### src/rtl/id_ex_alu_decode.sv
// rtl/id_ex_alu_decode.sv - ID-stage ALU decode feeding the ID/EX pipeline register
module id_ex_alu_decode #(
    parameter int BUBBLE_CNT_W = 16
) (
    input  logic                    clk,
    input  logic                    rst_n,
    input  logic [31:0]             Instr_D,
    input  logic                    Valid_D,
    input  logic [31:0]             RD1_D,
    input  logic [31:0]             RD2_D,
    input  logic [31:0]             PCPlus8_D,
    input  logic                    Stall_E,
    input  logic                    Flush_E,
    output logic [4:0]              ALUControl_E,
    output logic [31:0]             SrcA_E,
    output logic [31:0]             SrcB_E,
    output logic                    RegWrite_E,
    output logic [4:0]              WriteReg_E,
    output logic                    MemWrite_E,
    output logic                    MemtoReg_E,
    output logic                    Branch_E,
    output logic                    Jump_E,
    output logic [31:0]             StoreData_E,
    output logic                    Valid_E,
    output logic                    IllegalInstr_E,
    output logic [BUBBLE_CNT_W-1:0] BubbleCount
);

    localparam logic [4:0] ALUctr_ADD   = 5'd0;
    localparam logic [4:0] ALUctr_ADDU  = 5'd1;
    localparam logic [4:0] ALUctr_SUB   = 5'd2;
    localparam logic [4:0] ALUctr_SUBU  = 5'd3;
    localparam logic [4:0] ALUctr_AND   = 5'd4;
    localparam logic [4:0] ALUctr_OR    = 5'd5;
    localparam logic [4:0] ALUctr_XOR   = 5'd6;
    localparam logic [4:0] ALUctr_NOR   = 5'd7;
    localparam logic [4:0] ALUctr_SLT   = 5'd8;
    localparam logic [4:0] ALUctr_SLL   = 5'd9;
    localparam logic [4:0] ALUctr_SRL   = 5'd10;
    localparam logic [4:0] ALUctr_SRA   = 5'd11;
    localparam logic [4:0] ALUctr_SLLV  = 5'd12;
    localparam logic [4:0] ALUctr_SRLV  = 5'd13;
    localparam logic [4:0] ALUctr_SRAV  = 5'd14;
    localparam logic [4:0] ALUctr_JR    = 5'd15;
    localparam logic [4:0] ALUctr_ADDI  = 5'd16;
    localparam logic [4:0] ALUctr_ADDIU = 5'd17;
    localparam logic [4:0] ALUctr_ANDI  = 5'd18;
    localparam logic [4:0] ALUctr_ORI   = 5'd19;
    localparam logic [4:0] ALUctr_XORI  = 5'd20;
    localparam logic [4:0] ALUctr_LW    = 5'd21;
    localparam logic [4:0] ALUctr_SW    = 5'd22;
    localparam logic [4:0] ALUctr_BEQ   = 5'd23;
    localparam logic [4:0] ALUctr_BNE   = 5'd24;
    localparam logic [4:0] ALUctr_J     = 5'd25;
    localparam logic [4:0] ALUctr_JAL   = 5'd26;

    logic [5:0]  op, funct;
    logic [4:0]  rt, rd, shamt;
    logic [15:0] imm;
    logic [31:0] imm_sx, imm_zx;

    assign op     = Instr_D[31:26];
    assign rt     = Instr_D[20:16];
    assign rd     = Instr_D[15:11];
    assign shamt  = Instr_D[10:6];
    assign funct  = Instr_D[5:0];
    assign imm    = Instr_D[15:0];
    assign imm_sx = {{16{imm[15]}}, imm};
    assign imm_zx = {16'b0, imm};

    // rs selects the register file read; its value arrives already forwarded on RD1_D
    logic unused_rs;
    assign unused_rs = ^Instr_D[25:21];

    logic [4:0]  dec_ctrl, dec_wreg;
    logic [31:0] dec_srca, dec_srcb, dec_store;
    logic        dec_rw, dec_mw, dec_m2r, dec_br, dec_jmp, dec_legal;

    always_comb begin
        dec_ctrl  = ALUctr_J;
        dec_srca  = RD1_D;
        dec_srcb  = RD2_D;
        dec_wreg  = 5'd0;
        dec_rw    = 1'b0;
        dec_mw    = 1'b0;
        dec_m2r   = 1'b0;
        dec_br    = 1'b0;
        dec_jmp   = 1'b0;
        dec_store = 32'd0;
        dec_legal = 1'b1;
        case (op)
            6'h00: begin
                dec_wreg = rd;
                dec_rw   = 1'b1;
                case (funct)
                    6'h20: dec_ctrl = ALUctr_ADD;
                    6'h21: dec_ctrl = ALUctr_ADDU;
                    6'h22: dec_ctrl = ALUctr_SUB;
                    6'h23: dec_ctrl = ALUctr_SUBU;
                    6'h24: dec_ctrl = ALUctr_AND;
                    6'h25: dec_ctrl = ALUctr_OR;
                    6'h26: dec_ctrl = ALUctr_XOR;
                    6'h27: dec_ctrl = ALUctr_NOR;
                    6'h2A: dec_ctrl = ALUctr_SLT;
                    6'h00: begin dec_ctrl = ALUctr_SLL;  dec_srca = {27'b0, shamt}; end
                    6'h02: begin dec_ctrl = ALUctr_SRL;  dec_srca = {27'b0, shamt}; end
                    6'h03: begin dec_ctrl = ALUctr_SRA;  dec_srca = {27'b0, shamt}; end
                    6'h04: begin dec_ctrl = ALUctr_SLLV; dec_srca = {27'b0, RD1_D[4:0]}; end
                    6'h06: begin dec_ctrl = ALUctr_SRLV; dec_srca = {27'b0, RD1_D[4:0]}; end
                    6'h07: begin dec_ctrl = ALUctr_SRAV; dec_srca = {27'b0, RD1_D[4:0]}; end
                    6'h08: begin
                        dec_ctrl = ALUctr_JR;
                        dec_srcb = 32'd0;
                        dec_wreg = 5'd0;
                        dec_rw   = 1'b0;
                        dec_jmp  = 1'b1;
                    end
                    default: dec_legal = 1'b0;
                endcase
            end
            6'h08: begin dec_ctrl = ALUctr_ADDI;  dec_srcb = imm_sx; dec_wreg = rt; dec_rw = 1'b1; end
            6'h09: begin dec_ctrl = ALUctr_ADDIU; dec_srcb = imm_sx; dec_wreg = rt; dec_rw = 1'b1; end
            6'h0C: begin dec_ctrl = ALUctr_ANDI;  dec_srcb = imm_zx; dec_wreg = rt; dec_rw = 1'b1; end
            6'h0D: begin dec_ctrl = ALUctr_ORI;   dec_srcb = imm_zx; dec_wreg = rt; dec_rw = 1'b1; end
            6'h0E: begin dec_ctrl = ALUctr_XORI;  dec_srcb = imm_zx; dec_wreg = rt; dec_rw = 1'b1; end
            6'h23: begin
                dec_ctrl = ALUctr_LW;
                dec_srcb = imm_sx;
                dec_wreg = rt;
                dec_rw   = 1'b1;
                dec_m2r  = 1'b1;
            end
            6'h2B: begin
                dec_ctrl  = ALUctr_SW;
                dec_srcb  = imm_sx;
                dec_mw    = 1'b1;
                dec_store = RD2_D;
            end
            6'h04: begin dec_ctrl = ALUctr_BEQ; dec_br = 1'b1; end
            6'h05: begin dec_ctrl = ALUctr_BNE; dec_br = 1'b1; end
            6'h02: begin
                dec_ctrl = ALUctr_J;
                dec_srca = 32'd0;
                dec_srcb = 32'd0;
                dec_jmp  = 1'b1;
            end
            6'h03: begin
                dec_ctrl = ALUctr_JAL;
                dec_srca = 32'd0;
                dec_srcb = PCPlus8_D;
                dec_wreg = 5'd31;
                dec_rw   = 1'b1;
                dec_jmp  = 1'b1;
            end
            default: dec_legal = 1'b0;
        endcase
    end

    logic [4:0]              n_ctrl, n_wreg;
    logic [31:0]             n_srca, n_srcb, n_store;
    logic                    n_rw, n_mw, n_m2r, n_br, n_jmp, n_valid, n_illegal;
    logic [BUBBLE_CNT_W-1:0] n_bc, bc_inc;

    assign bc_inc = (&BubbleCount) ? BubbleCount
                                   : BubbleCount + {{(BUBBLE_CNT_W-1){1'b0}}, 1'b1};

    // Start from "hold"; a flush or an unstalled cycle overwrites with a bubble first
    always_comb begin
        n_ctrl    = ALUControl_E;
        n_srca    = SrcA_E;
        n_srcb    = SrcB_E;
        n_rw      = RegWrite_E;
        n_wreg    = WriteReg_E;
        n_mw      = MemWrite_E;
        n_m2r     = MemtoReg_E;
        n_br      = Branch_E;
        n_jmp     = Jump_E;
        n_store   = StoreData_E;
        n_valid   = Valid_E;
        n_illegal = IllegalInstr_E;
        n_bc      = BubbleCount;
        if (Flush_E || !Stall_E) begin
            n_ctrl    = ALUctr_J;
            n_srca    = 32'd0;
            n_srcb    = 32'd0;
            n_rw      = 1'b0;
            n_wreg    = 5'd0;
            n_mw      = 1'b0;
            n_m2r     = 1'b0;
            n_br      = 1'b0;
            n_jmp     = 1'b0;
            n_store   = 32'd0;
            n_valid   = 1'b0;
            n_illegal = 1'b0;
            if (Flush_E || !Valid_D) begin
                n_bc = bc_inc;
            end else if (!dec_legal) begin
                n_valid   = 1'b1;
                n_illegal = 1'b1;
            end else begin
                n_ctrl  = dec_ctrl;
                n_srca  = dec_srca;
                n_srcb  = dec_srcb;
                n_rw    = dec_rw && (dec_wreg != 5'd0);
                n_wreg  = dec_wreg;
                n_mw    = dec_mw;
                n_m2r   = dec_m2r;
                n_br    = dec_br;
                n_jmp   = dec_jmp;
                n_store = dec_store;
                n_valid = 1'b1;
            end
        end
    end

    always_ff @(posedge clk) begin
        if (!rst_n) begin
            ALUControl_E   <= ALUctr_J;
            SrcA_E         <= 32'd0;
            SrcB_E         <= 32'd0;
            RegWrite_E     <= 1'b0;
            WriteReg_E     <= 5'd0;
            MemWrite_E     <= 1'b0;
            MemtoReg_E     <= 1'b0;
            Branch_E       <= 1'b0;
            Jump_E         <= 1'b0;
            StoreData_E    <= 32'd0;
            Valid_E        <= 1'b0;
            IllegalInstr_E <= 1'b0;
            BubbleCount    <= '0;
        end else begin
            ALUControl_E   <= n_ctrl;
            SrcA_E         <= n_srca;
            SrcB_E         <= n_srcb;
            RegWrite_E     <= n_rw;
            WriteReg_E     <= n_wreg;
            MemWrite_E     <= n_mw;
            MemtoReg_E     <= n_m2r;
            Branch_E       <= n_br;
            Jump_E         <= n_jmp;
            StoreData_E    <= n_store;
            Valid_E        <= n_valid;
            IllegalInstr_E <= n_illegal;
            BubbleCount    <= n_bc;
        end
    end

endmodule

### config.mk
export PLATFORM = sky130hd
export DESIGN_NAME = id_ex_alu_decode
export DESIGN_NICKNAME = d
export VERILOG_FILES = /design/src/rtl/id_ex_alu_decode.sv
export SDC_FILE = /design/constraint.sdc
export NUM_CORES = 1
export LEC_CHECK = 0
export CAP_MARGIN = 20
export CORE_MARGIN = 5
export CORE_UTILIZATION = 38
export DETAILED_ROUTE_END_ITERATION = 8
export PLACE_DENSITY = 0.74
export SYNTH_ARGS = -nofsm -noshare
export SYNTH_HDL_FRONTEND = slang
export SYNTH_SLANG_ARGS = --single-unit
### constraint.sdc
create_clock -name clk -period 2.3 [get_ports clk]
set_input_delay 0.46 -clock clk [delete_from_list [all_inputs] [get_ports clk]]
set_output_delay 0.46 -clock clk [all_outputs]
set_load 0.01 [all_outputs]
==> metrics.cfg, run 1 <==
[grt]
grt_usage = 0.2539
grt_max_degree = 41
overflow = 0
grt_pass1_wl_um = 36070
antenna_found_initial = 0
grt_pass1_vias = 6720

[cts]
clk_pin_slew_ps = 60
cts_tree = done
root_buffer = clkbuf_16
clock-sinks = 129
cts_buffer_depth = 2
cts_hold_buf = 0
cts_buffers = 17
clkLatencyLatePin_ps = 430
h-tree-depth = 4

[route]
wl_per_cell_um = 20.78
drt-initial-drc-count = 397
drtAntennaViolNets = 0
vias = 6486
drt-pass1-iter-count = 5
drt_wl_total_um = 23210
drc = 0
via_per_inst = 5.807

[finish]
drive_gt1_frac = 0.1453
n_antenna_cell = 0
fin_cells = 1117
utilization = 0.6526
nNetsFinal = 1050
syn2layout_area_growth_pct = 70.05

[yosys]
synth.area.top_cells = dfxtp_1, a221oi_1, a32o_1
synth_area_per_cell_um2 = 9.310
ys_ff_latch = 129
synth-async-reset-ratio = 0
synth-edff-count = 0
yosys-top-cells-count = dfxtp_1, nand2_1, clkbuf_1, a221oi_1, o21ai_0
synth_top_area_frac = 0.4460
synth_warnings = 0
ys.flop_type = dfxtp_1
synth_top_area_cell = dfxtp_1
yosysSeqAreaShare = 0.4460
syn_inst = 622
synth_cell_types = 64
synth_nets = 756
synth_most_common_cell = dfxtp_1
syn_area_um2 = 5791

[floorplanning]
row_count = 45
dieArea_um2 = 17810
core-area_um2 = 15090
io_pins = 262
start_util = 0.3837
die_w_um = 133.4
die_y_um = 133.4

[timing]
fin_crit_ps = 2236
min_period_over_period = 0.9721
tightestPinTransition_ps = 418.1
fmax_ghz = 0.4473
rsz0062_at_grt = no
slew_headroom = 0.7183
setup_violations = 0
setup_tns_ps = 0
clock-skew-final_ps = 5.300
hold_viol_final = 0
drv_slew = 0

[power_and_ir_drop]
p_seq_frac = 0.389
peakVddDrop_mv = 0.4846
switchingPower_mw = 1.458
p_leak_nw = 3.517
intPower_mw = 4.358
power.share.switching = 0.2507
combPwrFrac = 0.116
power-per-cell-area_nw_per_um2 = 590.6
pwr-share-clk = 0.495

[run_status]
status = finished, final reports clean

[hold_path]
min_path_type = flop to flop

[critical_path]
endpoint_kind = flop
path_class = input port to flop
cp.arrival_ps = 2600
startpoint_type = input port
cp_max_fo = 13
critPathRequiredTime_ps = 2660

[place]
dp.cells = 1080
gp_congestion = 0.8718
hpwl_um = 17150
port-buffer-count = 256

[run]
drv_cap = 0

[power by group through the flow]
stage,Sequential (mW),Clock [mW],Combinational (mW)
2_1_floorplan,2.31,0,0.222
3_3_place_gp,2.31,0,0.653
3_5_place_dp,2.31,0,0.660
4_1_cts,2.26,2.91,0.666
5_1_grt,2.26,3.02,0.723
6_report,2.26,2.88,0.677
[worst paths after layout]
kind                                 from                            to  slack [ps]  cells past startpoint
max                            Instr_D[1]       SrcA_E[16]$_SDFFE_PN0N_          60                      9
min          ALUControl_E[2]$_SDFFE_PN0N_  ALUControl_E[2]$_SDFFE_PN0N_         460                      2
max reg2reg   BubbleCount[6]$_SDFFE_PN0P_   BubbleCount[0]$_SDFFE_PN0P_         560                      6
min reg2reg  ALUControl_E[2]$_SDFFE_PN0N_  ALUControl_E[2]$_SDFFE_PN0N_         460                      2
[state kept, by name, indices dropped and copies added, names as in the netlist, 5 cells and up]
signal        flops
StoreData_E      32
ALUControl_E      5
SrcA_E           32
SrcB_E           32
WriteReg_E        5
BubbleCount      16
[final cells by class]
cell class | count | area [µm²]
fill | 1200 | 5243
clock buffer | 17 | 425.4
tap | 188 | 235.2
sequential | 129 | 2582
multi-input combinational | 417 | 2969
clock inverter | 15 | 198.9
inverter | 14 | 52.55
timing repair buffer | 337 | 3383
[through the flow]
stage / total power, mW / hold WS, ps / instance area [µm²] / worst slack [ps]
global route: 6.002 / 485.6 / 9847 / 24.02
global placement: 2.962 / 435.9 / 9094 / -459.4
detailed placement: 2.970 / 453.5 / 9094 / -528.5
floorplan: 2.536 / 473.8 / 5808 / -2.891
CTS: 5.839 / 467.0 / 9742 / -27.98
finish: 5.816 / 459.1 / 9847 / 64.21
[critical path: stages]
cell	delay [ps]
clkdlybuf4s50_1	490
buf_4	170
mux2i_1	190
nor2_1	80
or4_4	480
a211oi_4	250
buf_4	180
clkbuf_16	170
a22o_1	130
[metal layers]
layer  share of wire  track usage  up-vias
li1                -            -     3026
met1            0.39       0.2898     3098
met2            0.49       0.4385      326
met3           0.093      0.08686       36
met4           0.026      0.09714        0
met5               0            0        -
[kinds of logic after synthesis]
kind of cell / after synthesis / synth area share
muxes: 6 / 0.01037
AOI/OAI and AO/OA: 251 / 0.3399
buffers and inverters: 76 / 0.05531
DFF: 129 / 0.4460
and+or+nand+nor: 148 / 0.1296
xor gates and xnor gates: 11 / 0.01664
adders and majority gates: 1 / 0.002160
[timing repair]
item / 4_1_cts / 5_1_grt
gates cloned: 0 / 1
setup buffers: 1 / 3
endpoints found under the setup margin: 40 / 89
pin swaps: 2 / 5
hold endpoints to repair: 0 / 0
resized for setup: 1 / 16
[layout by cell type, fill, tap and decap left out, drive strengths merged, types with 2 or more instances in the layout]
master,Yosys,layout
clkdlybuf4s50,0,251
dfxtp,129,129
buf,19,80
nand2,68,68
o21ai,53,53
a221oi,42,42
a32o,34,34
a22o,29,29
a21oi,22,22
inv,14,21
nor2,18,18
clkbuf,43,18
a22oi,17,17
a222oi,16,16
nand3,13,13
xor2,9,9
a211oi,9,9
nor3,7,7
mux2i,6,6
nor2b,6,6
nor3b,5,5
dlymetal6s2s,0,5
and3,4,4
o21a,4,4
clkinv,0,4
nand2b,4,4
or4,4,4
nor4,4,4
nand4,3,3
bufinv,0,3
and2,3,3
o41ai,3,3
o31a,2,2
o2111ai,2,2
o211ai,2,2
o31ai,2,2
a31oi,2,2
xnor2,2,2
nor4bb,2,2
a32oi,2,2
(Power assumes the default switching activity.)
==> inputs of run 2 (changes only) <==
Settings changed: SLEW_MARGIN set to 0.
==> results of run 2 <==
Same layout as run 1: the final DEF is identical, and so are final timing and power.
==> inputs of run 3 (changes only) <==
Settings changed: TNS_END_PERCENT set to 1.
==> run 3 against run 2 <==
Global-route usage about the same. Utilization up 0.16 points. Sequential cell count unchanged. Clock skew up 0.77 ps. Maximum frequency up 0.36%. Cell count up 0.72%. Clock power about the same. Register-to-register slack worse by 150 ps. First-iteration DRC count down 7.8%. Critical path depth down 1. Wire length down 2.4%. Critical endpoint is now SrcB_E[23]$_SDFFE_PN0N_. Largest cell class unchanged. Highest routed layer unchanged.
==> metrics.cfg, run 3 (synthesis gave the netlist of run 1 again) <==
[finish]
reg_top3 = SrcA_E (32), SrcB_E (32), StoreData_E (32)  ; unchanged
final_cell_mix = clkdlybuf4s50_1, dfxtp_1, buf_4, nand2_1, a221oi_1  ; was clkdlybuf4s50_1, dfxtp_1, nand2_1, buf_4, a221oi_1
fill_cells = 1242  ; was 1,200
drive_gt1_frac = 0.1494  ; was 0.1453
n_antenna_cell = 0  ; unchanged
fin_cells = 1125  ; was 1,117
syn2layout_area_growth_pct = 70.46  ; was 70.05%
final_common_cell = clkdlybuf4s50_1  ; unchanged
nNetsFinal = 1058  ; was 1,050

[cts]
cts_buffer_depth = 2  ; unchanged
h-tree-depth = 4  ; unchanged
clock-sinks = 129  ; unchanged
cts_tree = done  ; unchanged
clkLatencyLatePin_ps = 420  ; was 430 ps
root_buffer = clkbuf_16  ; unchanged
cts_buffers = 17  ; unchanged
clk_pin_slew_ps = 60  ; about the same

[place]
hpwl_um = 17120  ; was 17,150 µm
pre_cts_slack_ps = -594.0  ; was -528.5 ps
dp.cells = 1091  ; was 1,080
gp_congestion = 0.9102  ; was 0.8718
port-buffer-count = 256  ; unchanged

[timing]
hold_viol_final = 0  ; unchanged
tightestPinTransition_ps = 511.1  ; was 418.1 ps
fmax_ghz = 0.4489  ; was 0.4473 GHz
drv_slew = 0  ; unchanged
worst_slack_ps = 72.26  ; was 64.21 ps
clock-skew-final_ps = 6.067  ; was 5.300 ps
fin_crit_ps = 2228  ; was 2236 ps
min_period_over_period = 0.9686  ; was 0.9721
rsz0062_at_grt = yes  ; was no
slew_headroom = 0.6557  ; was 0.7183
setup_violations = 0  ; unchanged

[floorplanning]
start_util = 0.3837  ; unchanged
core-area_um2 = 15090  ; unchanged
row_count = 45  ; unchanged
die_w_um = 133.4  ; unchanged
dieArea_um2 = 17810  ; unchanged
die_y_um = 133.4  ; unchanged
io_pins = 262  ; unchanged

[critical_path]
critPathRequiredTime_ps = 2620  ; was 2660 ps
path_class = input port to flop  ; unchanged
startpoint_type = input port  ; unchanged
crit_path_max_incr_delay_ps = 570  ; was 490 ps
endpoint_kind = flop  ; unchanged
cp_max_fo = 20  ; was 13
cp_slowest_cell = or4_4  ; was clkdlybuf4s50_1
crit_chain = clkdlybuf4s50_1, or4_4, buf_4, nor3_4, buf_4, buf_12, a221oi_1, a221oi_1  ; was clkdlybuf4s50_1, buf_4, mux2i_1, nor2_1, or4_4, a211oi_4, buf_4, clkbuf_16, a22o_1
cp.arrival_ps = 2550  ; was 2600 ps

[grt]
grt_pass1_vias = 6515  ; was 6,720
grt_max_degree = 43  ; was 41
grt_pass1_wl_um = 36020  ; was 36,070 µm
grt_usage = 0.2541  ; was 0.2539
overflow = 0  ; unchanged
antenna_found_initial = 0  ; unchanged

[power_and_ir_drop]
peakVddDrop_mv = 0.4603  ; was 0.4846 mV
p_leak_nw = 3.532  ; was 3.517 nW
power_mw = 5.845  ; was 5.816 mW
power-per-cell-area_nw_per_um2 = 592.2  ; was 590.6 nW/µm²

[route]
vias = 6478  ; was 6,486
wl_per_cell_um = 20.14  ; was 20.78 µm
via_per_inst = 5.758  ; was 5.807
drc = 0  ; unchanged
drt_wl_total_um = 22660  ; was 23,210 µm
drt-pass1-iter-count = 5  ; unchanged
drt-initial-drc-count = 366  ; was 397
drtAntennaViolNets = 0  ; unchanged

[hold_path]
min_path_type = flop to flop  ; unchanged

[run_status]
status = finished, final reports clean  ; unchanged

[run]
drv_cap = 0  ; unchanged

==> run 3: what timing repair did <==
item,in CTS,in global routing
hold buffers,0,0
pin swaps,2,3
resized for setup,7,5
setup buffers,1,1
endpoints found under the setup margin,80,50
cloned,0,0
==> run 3: area by class of cell <==
cell class                      instances  area [µm²]  area share
Clock buffer                           18       439.2     0.04449
Clock inverter                         14       193.9     0.01965
Inverter                               14       52.55    0.005324
Multi-Input combinational cell        417        2967      0.3005
Sequential cell                       129        2582      0.2616
Tap cell                              188       235.2     0.02383
Timing Repair Buffer                  345        3401      0.3445
==> run 3: path summary, 6_finish.rpt <==
check	start	slack [ps]	depth (start not counted)	endpoint
worst max-delay path	Instr_D[30]	70	8	SrcB_E[23]$_SDFFE_PN0N_
worst min-delay path	WriteReg_E[4]$_SDFFE_PN0N_	450	2	WriteReg_E[4]$_SDFFE_PN0N_
worst max register to register	BubbleCount[6]$_SDFFE_PN0P_	410	5	BubbleCount[15]$_SDFFE_PN0P_
worst min register to register	WriteReg_E[4]$_SDFFE_PN0N_	450	2	WriteReg_E[4]$_SDFFE_PN0N_
==> run 3: routing by layer <==
layer	vias to the layer above	routed length, µm	GRT usage
li1	3048	-	-
met1	3070	9038	0.2992
met2	315	10940	0.4283
met5	-	0	0
met3	45	1951	0.08157
met4	0	728	0.1046
==> run 3: power by group <==
part / internal, mW / leakage [nW] / switching [mW]
registers: 2.25 / 1.04 / 0.0125
clock network: 1.78 / 0.312 / 1.11
logic: 0.379 / 2.18 / 0.316
total: 4.40 / 3.53 / 1.44
==> run 3: stage by stage <==
step	TNS, ps	utilization	cell area [µm²]	hold slack (ps)
after global routing	-12.41	0.6541	9871	480.8
after detailed placement	-49570	0.6073	9164	451.2
final	0	0.6541	9871	454.9
after floorplan	-952.8	-	5791	473.8
after CTS	0	0.6523	9843	459.4
after global placement	-44770	0.6073	9164	447.2
==> run 3: critical path: cells and delay by family <==
| kind | cells | cell delay (ps) |
|---|---|---|
| buffers and inverters | 4 | 960 |
| and+or+nand+nor | 2 | 730 |
| AOI/OAI and AO/OA | 2 | 370 |
